==> src/rtl/serial_addsub.sv <==
// serial_addsub: LSB-first bit-serial adder/subtractor with valid/ready handshakes; SERIAL_ADDSUB_SAT_EN enables signed saturation
module serial_addsub #(
  parameter int WIDTH = 8
) (
  input  logic             clk,
  input  logic             rst_n,
  input  logic             in_valid,
  output logic             in_ready,
  input  logic [WIDTH-1:0] a,
  input  logic [WIDTH-1:0] b,
  input  logic             sub,
  output logic             out_valid,
  input  logic             out_ready,
  output logic [WIDTH-1:0] result,
  output logic             carry_out,
  output logic             overflow
);
  localparam int CW = $clog2(WIDTH);
  typedef enum logic [1:0] {IDLE, RUN, DONE} state_t;
  state_t state;
  logic [WIDTH-1:0] a_sh, b_sh, r_sh, r_nxt, r_fin;
  logic [CW-1:0] cnt;
  logic sub_r, c, ai, bi, s, c_nxt, ovf, last;
  always_comb begin
    ai = a_sh[0];
    bi = b_sh[0];
    s = ai ^ bi ^ c;
    c_nxt = sub_r ? (~ai & bi | ~(ai ^ bi) & c) : (ai & bi | c & (ai ^ bi));
    ovf = sub_r ? ((ai != bi) && (s != ai)) : (c ^ c_nxt);
    last = cnt == CW'(WIDTH - 1);
    r_nxt = {s, r_sh[WIDTH-1:1]};
`ifdef SERIAL_ADDSUB_SAT_EN
    r_fin = ovf ? {ai, {(WIDTH-1){~ai}}} : r_nxt;
`else
    r_fin = r_nxt;
`endif
  end
  always_ff @(posedge clk) begin
    if (!rst_n) begin
      state <= IDLE;
      in_ready <= 1'b1;
      out_valid <= 1'b0;
      result <= '0;
      carry_out <= 1'b0;
      overflow <= 1'b0;
      a_sh <= '0;
      b_sh <= '0;
      r_sh <= '0;
      cnt <= '0;
      c <= 1'b0;
      sub_r <= 1'b0;
    end else begin
      case (state)
        IDLE: if (in_valid) begin
          a_sh <= a;
          b_sh <= b;
          sub_r <= sub;
          c <= 1'b0;
          cnt <= '0;
          in_ready <= 1'b0;
          state <= RUN;
        end
        RUN: begin
          a_sh <= {1'b0, a_sh[WIDTH-1:1]};
          b_sh <= {1'b0, b_sh[WIDTH-1:1]};
          r_sh <= r_nxt;
          c <= c_nxt;
          cnt <= cnt + 1'b1;
          if (last) begin
            result <= r_fin;
            carry_out <= c_nxt;
            overflow <= ovf;
            out_valid <= 1'b1;
            state <= DONE;
          end
        end
        DONE: if (out_ready) begin
          out_valid <= 1'b0;
          in_ready <= 1'b1;
          state <= IDLE;
        end
        default: state <= IDLE;
      endcase
    end
  end
endmodule
==> config.mk <==
export PLATFORM = sky130hd
export DESIGN_NAME = serial_addsub
export DESIGN_NICKNAME = d
export VERILOG_FILES = /design/src/rtl/serial_addsub.sv
export SDC_FILE = /design/constraint.sdc
export NUM_CORES = 1
export LEC_CHECK = 0
export ABC_CLOCK_PERIOD_IN_PS = 1600
export BUFFER_PORTS_ARGS = -buffer_cell sky130_fd_sc_hd__buf_2
export CORE_UTILIZATION = 55
export CTS_BUF_LIST = sky130_fd_sc_hd__clkbuf_16
export DETAILED_ROUTE_END_ITERATION = 6
export PLACE_DENSITY = 0.81
export SYNTH_ARGS = -nofsm -noshare
export SYNTH_HDL_FRONTEND = slang
export SYNTH_SLANG_ARGS = --single-unit
==> constraint.sdc <==
create_clock -name clk -period 1.6 [get_ports clk]
set_input_delay 0.32 -clock clk [delete_from_list [all_inputs] [get_ports clk]]
set_output_delay 0.32 -clock clk [all_outputs]
set_load 0.01 [all_outputs]
======== Word level (Yosys, flattened, before mapping) ========
Index checks and enable logic that the tools add are counted.
storage, ports and cells
  bits in read-only memories .............. 0
  bits in registers ....................... 43
  memories ................................ 0
  output and inout bits ................... 12
  bits of input ports ..................... 21
  latch bits .............................. 0
  memory bits (writable) .................. 0
  logic and storage cells ................. 62
operators by class
  shift operators ......................... 0
  div/mod/pow operators ................... 0
  eq/ne operators ......................... 8
  magnitude comparators ................... 0
  add/sub/neg operators ................... 1
  multipliers ............................. 0
  reductions and logical operators ........ 11
  mux-type cells .......................... 19
  bitwise logic cells ..................... 11
operators by type and width
  kind                                                                    count
  8-bit one-hot mux with 2 select lines                                   2
  8-bit two-way mux                                                       2
  3-bit AND reduction                                                     3
  1-bit two-way mux                                                       6
  2-bit two-way mux                                                       3
  2-bit != test (second input constant)                                   3
  1-bit one-hot mux with 2 select lines                                   3
  2-bit one-hot mux with 3 select lines                                   1
  3-bit one-hot mux with 2 select lines                                   1
  2-bit AND reduction                                                     3
  2-bit nonzero test                                                      3
  1-bit AND                                                               4
  3-bit by 1-bit adder with 3-bit output (second input constant)          1
  3-bit equality test (second input constant)                             1
  3-bit two-way mux                                                       1
  1-bit XOR                                                               3
  2-bit by 1-bit equality test with 1-bit output (second input constant)  1
  2-bit equality test (second input constant)                             1
  2-bit logical NOT                                                       1
  1-bit != test                                                           2
  1-bit NOT                                                               2
  1-bit bitwise OR                                                        2
  1-bit logical AND                                                       1

======== Longest topological paths before layout ========
  depth in word-level cells ............... 7
  mapped depth ............................ 6
  depth with buffers taken out ............ 5

======== Worst setup path after synthesis ========
OpenSTA, ideal clock, no wires.
  path type ............................... flip-flop to flip-flop
  from .................................... register c
  to ...................................... register overflow
  cell stages (with the launch flop) ...... 6
  required time ........................... 1.526 ns
  setup time .............................. 0.074 ns
  setup slack ............................. 0.179 ns
  path buffers ............................ 0
  arrival time ............................ 1.347 ns
  clock period less this slack ............ 1.421 ns
  path through ............................ dfxtp_1 -> inv_1 -> fa_1 -> xnor2_1 -> nand3b_1 -> a31oi_1
on the way
  longest elaborated chain between the ends .. 5
  elaborated cells on any way between the ends .. 10
  those cells by class .................... eq/ne (1); mux (2); bitwise (6); reduce/logical (1)
ends and longest elaborated chain
  what                    RTL line  source
  start, declared         23        logic sub_r, c, ai, bi, s, c_nxt, ovf, last;
  start signal, assigned  67        c <= c_nxt;
  1-bit AND               28        c_nxt = sub_r ? (~ai & bi | ~(ai ^ bi) & c) : (ai & bi | c & (ai ^ bi));
  1-bit bitwise OR        28
  1-bit two-way mux       28
  1-bit XOR               29        ovf = sub_r ? ((ai != bi) && (s != ai)) : (c ^ c_nxt);
  1-bit two-way mux (*)   29
  end signal, assigned    72        overflow <= ovf;
  end, declared           16        output logic overflow
Every way passes the cells marked *; elsewhere a longest branch is shown, timed or not.
A chain may end at the register's enable or synchronous reset.

======== Worst setup path after layout ========
Same ends and word-level chain as after synthesis.

==> results <==
- The element type at the critical path end is a flip-flop.
- The number of buffers and inverters on the critical path is 1.
- The final number of max-transition violations is 0.
- The number of nets still failing antenna checks after routing is 0.
- The count of synthesis-stage warnings from yosys is 0.
- The largest total area in the synthesized netlist belongs to sky130_fd_sc_hd__dfxtp_1.
- In this run the worst path has a maximum fanout of 3.
- For this design, the CTS-stage hold fixing added 0 buffers.
- By area the synthesized netlist is led by sky130_fd_sc_hd__dfxtp_1, sky130_fd_sc_hd__nand2_1, sky130_fd_sc_hd__mux2i_1, sky130_fd_sc_hd__o211a_1, sky130_fd_sc_hd__a21boi_0.
- Adding up every negative setup slack in the final design gives 0 ps.
- Of the total power, the share spent switching nets is 23.1%.
- The final routed wire length divided by cell count is 12.1 µm.
- The total overflow reported by the global router is 0.
- The slowest stage of the critical path belongs to the cell sky130_fd_sc_hd__fa_1.
- The worst hold path belongs to the class input port to flip-flop.
- The area enclosed by the die boundary is 3690 µm².
- The H-tree was split into 2 levels.
- For this run, the detailed router's first-pass iteration total came to 4.
- The internal cell power is 1.79 mW.
- The flip-flop and latch count after synthesis is 42.
- The distinct cell type count after synthesis is 32.
- In the layout the commonest cells are sky130_fd_sc_hd__nand2_1, sky130_fd_sc_hd__dfxtp_1, sky130_fd_sc_hd__buf_2.
- The number of failing hold endpoints at the final stage is 0.
- Global routing used 21.7% of the available tracks.
- The minimum hold slack is 299 ps.
- The starting density of the core is 60.2%.
- The peak supply drop is 0.621 mV.
- Detailed routing inserted a total of 1457 vias.
- 0 antenna diodes ended up in the layout.
- The transition time of the tightest slew-check pin is 441 ps.
- Dividing the final minimum period by the clock period gives 94.2%.
- The TritonCTS clock tree is built.
- The number of CTS-inserted buffers is 5.
- For this run, the slowest stage of the critical path takes 570 ps.
- The core outline area is 3150 µm².
- The area share of the largest cell type after synthesis is 44.3%.
- The clock transition at the registers of the reported paths is 60 ps.
- The via count of the first global-routing pass was 1395.
- The sequential share of power is 48.6%.
- The number of top-level pins is 33.
- The number of cell rows is 20.
- When the netlist entered floorplanning its net count stood at 225.
- The total routed wirelength is 3390 µm.
- Entering global routing, the biggest net connects 28 pins.
- The placed wire-length estimate after detailed placement is 2400 µm.
- In the final layout, the share of cells above drive strength 1 is 22.6%.
- The static leakage is 1.06 nW.
- The cell area power density is 1040 nW/µm².
- The gate family responsible for the most delay along the worst path is adder cells.
- Counting along the longest clock path gives a buffer depth of 2.
- For this run, design rule violations remaining after detail routing come to 0.
- Setup violations remaining at the end of the flow were counted as 0.
- The initial antenna violation count came to 0.
- Leaving out fill and tap cells, the most frequent cell in the layout is sky130_fd_sc_hd__nand2_1.
- The global-route wire length before repair is 5780 µm.
- After detailed routing, the number of vias per cell comes to 5.22.
- The flow ran to the end, and the final reports show no timing, DRC or antenna violations.
- For this run, the top clock speed supported by timing is 664 MHz.
- Port buffering added 32 buffers.
- The synthesis-to-finish area growth is 17.7%.
- CTS saw 42 sinks.
- The net load switching power is 537 µW.
- The share of total power dissipated in the clock network is 41.1%.
- The violation count after the first detailed-route iteration is 46.
- The die is 60.8 µm tall.
- The clock latency reported for the late side of the worst-skew pair is 280 ps.
- The data arrival at the endpoint of the critical path is 1710 ps.
- The reported max-cap violation count is 0.
- The post-synthesis cell area is 1900 µm².
- The post-synthesis sequential area ratio is 44.3%.
- The type of the worst setup path is flip-flop to flip-flop.
- Walking the worst path, the cells encountered are inv_2 -> fa_1 -> xnor2_1 -> nand3b_1 -> a31oi_1.
- Synthesis handed over a netlist of 199 instances.
- STA classifies the critical path startpoint as a flip-flop.
- Setup repair after global routing left no endpoint under its margin.
- The required arrival time at the worst endpoint is 1810 ps.
- The share of total power dissipated in combinational logic is 10.3%.
- The root cell of the clock tree is sky130_fd_sc_hd__clkbuf_16.
- Measured against its own limit, the worst slew margin works out to 70.6%.
- A synthesized cell averages 9.54 µm².
- The final weighted congestion of routability-driven global placement is 0.786.
- From left edge to right edge, the die measures 60.8 µm.
- The minimum clock period after layout is 1510 ps.
- For the final database, setup skew stands at 2.84 ps.
- The final layout contains 260 nets.
- The final core utilization is 70.9%.
power groups by stage:
stage / Sequential [mW] / Combinational (mW) / Clock [mW]
2_1_floorplan: 1.14 / 0.188 / 0
3_3_place_gp: 1.15 / 0.234 / 0
3_5_place_dp: 1.15 / 0.240 / 0
4_1_cts: 1.13 / 0.242 / 0.973
5_1_grt: 1.14 / 0.269 / 1.02
6_report: 1.13 / 0.239 / 0.955
layout make-up:
type / instances / area (µm²)
multi-input combinational: 140 / 953
sequential: 42 / 842
fill: 261 / 918
tap: 44 / 55.1
timing repair buffer: 41 / 228
clock inverter: 3 / 16.3
inverter: 4 / 15.0
clock buffer: 5 / 125
final timing paths:
| check | from | slack, ps | end | cells after the start |
|---|---|---|---|---|
| setup / recovery | c$_SDFFE_PN0P_ | 90 | overflow$_SDFFE_PN0P_ | 5 |
| hold / removal | sub | 300 | sub_r$_SDFFE_PN0P_ | 3 |
| setup reg to reg | c$_SDFFE_PN0P_ | 90 | overflow$_SDFFE_PN0P_ | 5 |
| hold reg to reg | result[0]$_SDFFE_PN0P_ | 460 | result[0]$_SDFFE_PN0P_ | 2 |
through the flow:
stage | power [mW] | setup WS (ps) | instance area, µm² | std cells
2_1_floorplan | 1.33 | 179 | 1900 | 199
3_3_place_gp | 1.38 | 153 | 2090 | 271
3_5_place_dp | 1.39 | 81.1 | 2090 | 271
4_1_cts | 2.34 | 25.4 | 2230 | 279
5_1_grt | 2.42 | 22.7 | 2230 | 279
6_report | 2.32 | 93.0 | 2230 | 279
metal layers:
layer	routed length [µm]	track usage, %	vias to the layer above
li1	-	-	748
met5	0	0	-
met2	1630	39.2	25
met3	124	6.40	5
met1	1580	23.6	679
met4	50	8.77	0
tightest hold or removal path, delay by kind of cell:
kind / cells / cell delay, ps
buffers and inverters: 1 / 80
muxes: 1 / 50
and+or+nand+nor: 1 / 90
kinds of logic (layout without fill, tap and decap cells):
family | count (synthesis) | in the layout | share of synthesized area, %
adder cells (fa/ha/maj) | 5 | 5 | 4.08
AND/OR/NAND/NOR | 71 | 71 | 17.5
buffers and inverters | 17 | 53 | 5.53
XOR/XNOR | 2 | 2 | 0.922
flip-flops | 42 | 42 | 44.3
AO/OA/AOI/OAI | 46 | 46 | 19.3
multiplexers | 16 | 16 | 8.43
what timing repair did:
action,in CTS,in global routing
setup endpoints to repair,0,1
setup buffers,0,0
gates resized for setup,0,3
Yosys cell counts:
master / n
sky130_fd_sc_hd__a21oi_1: 2
sky130_fd_sc_hd__buf_2: 2
sky130_fd_sc_hd__nand2_1: 50
sky130_fd_sc_hd__and3b_1: 1
sky130_fd_sc_hd__and3_1: 3
sky130_fd_sc_hd__buf_6: 4
sky130_fd_sc_hd__dfxtp_1: 42
sky130_fd_sc_hd__fa_1: 2
sky130_fd_sc_hd__nor2b_1: 6
sky130_fd_sc_hd__xnor2_1: 2
sky130_fd_sc_hd__inv_1: 4
sky130_fd_sc_hd__nand3b_1: 1
sky130_fd_sc_hd__a21boi_0: 17
sky130_fd_sc_hd__nand2b_1: 3
sky130_fd_sc_hd__and2b_1: 1
sky130_fd_sc_hd__mux2i_1: 16
sky130_fd_sc_hd__nor3b_1: 1
sky130_fd_sc_hd__clkbuf_1: 4
sky130_fd_sc_hd__o211a_1: 15
sky130_fd_sc_hd__clkbuf_2: 1
sky130_fd_sc_hd__nand3_1: 2
sky130_fd_sc_hd__o21ai_0: 5
sky130_fd_sc_hd__o21bai_1: 1
sky130_fd_sc_hd__nor3b_2: 1
sky130_fd_sc_hd__a22oi_1: 3
sky130_fd_sc_hd__o21a_1: 1
sky130_fd_sc_hd__nor2_1: 1
sky130_fd_sc_hd__ha_1: 3
sky130_fd_sc_hd__o21ba_1: 1
sky130_fd_sc_hd__nand3b_2: 1
sky130_fd_sc_hd__buf_4: 2
sky130_fd_sc_hd__a31oi_1: 1
sequential cells by signal (all words and copies together), names as in the netlist, 2 cells and up:
name,cells
state,2
result,8
a_sh,8
b_sh,8
cnt,3
r_sh,7
(Power assumes the default switching activity.)
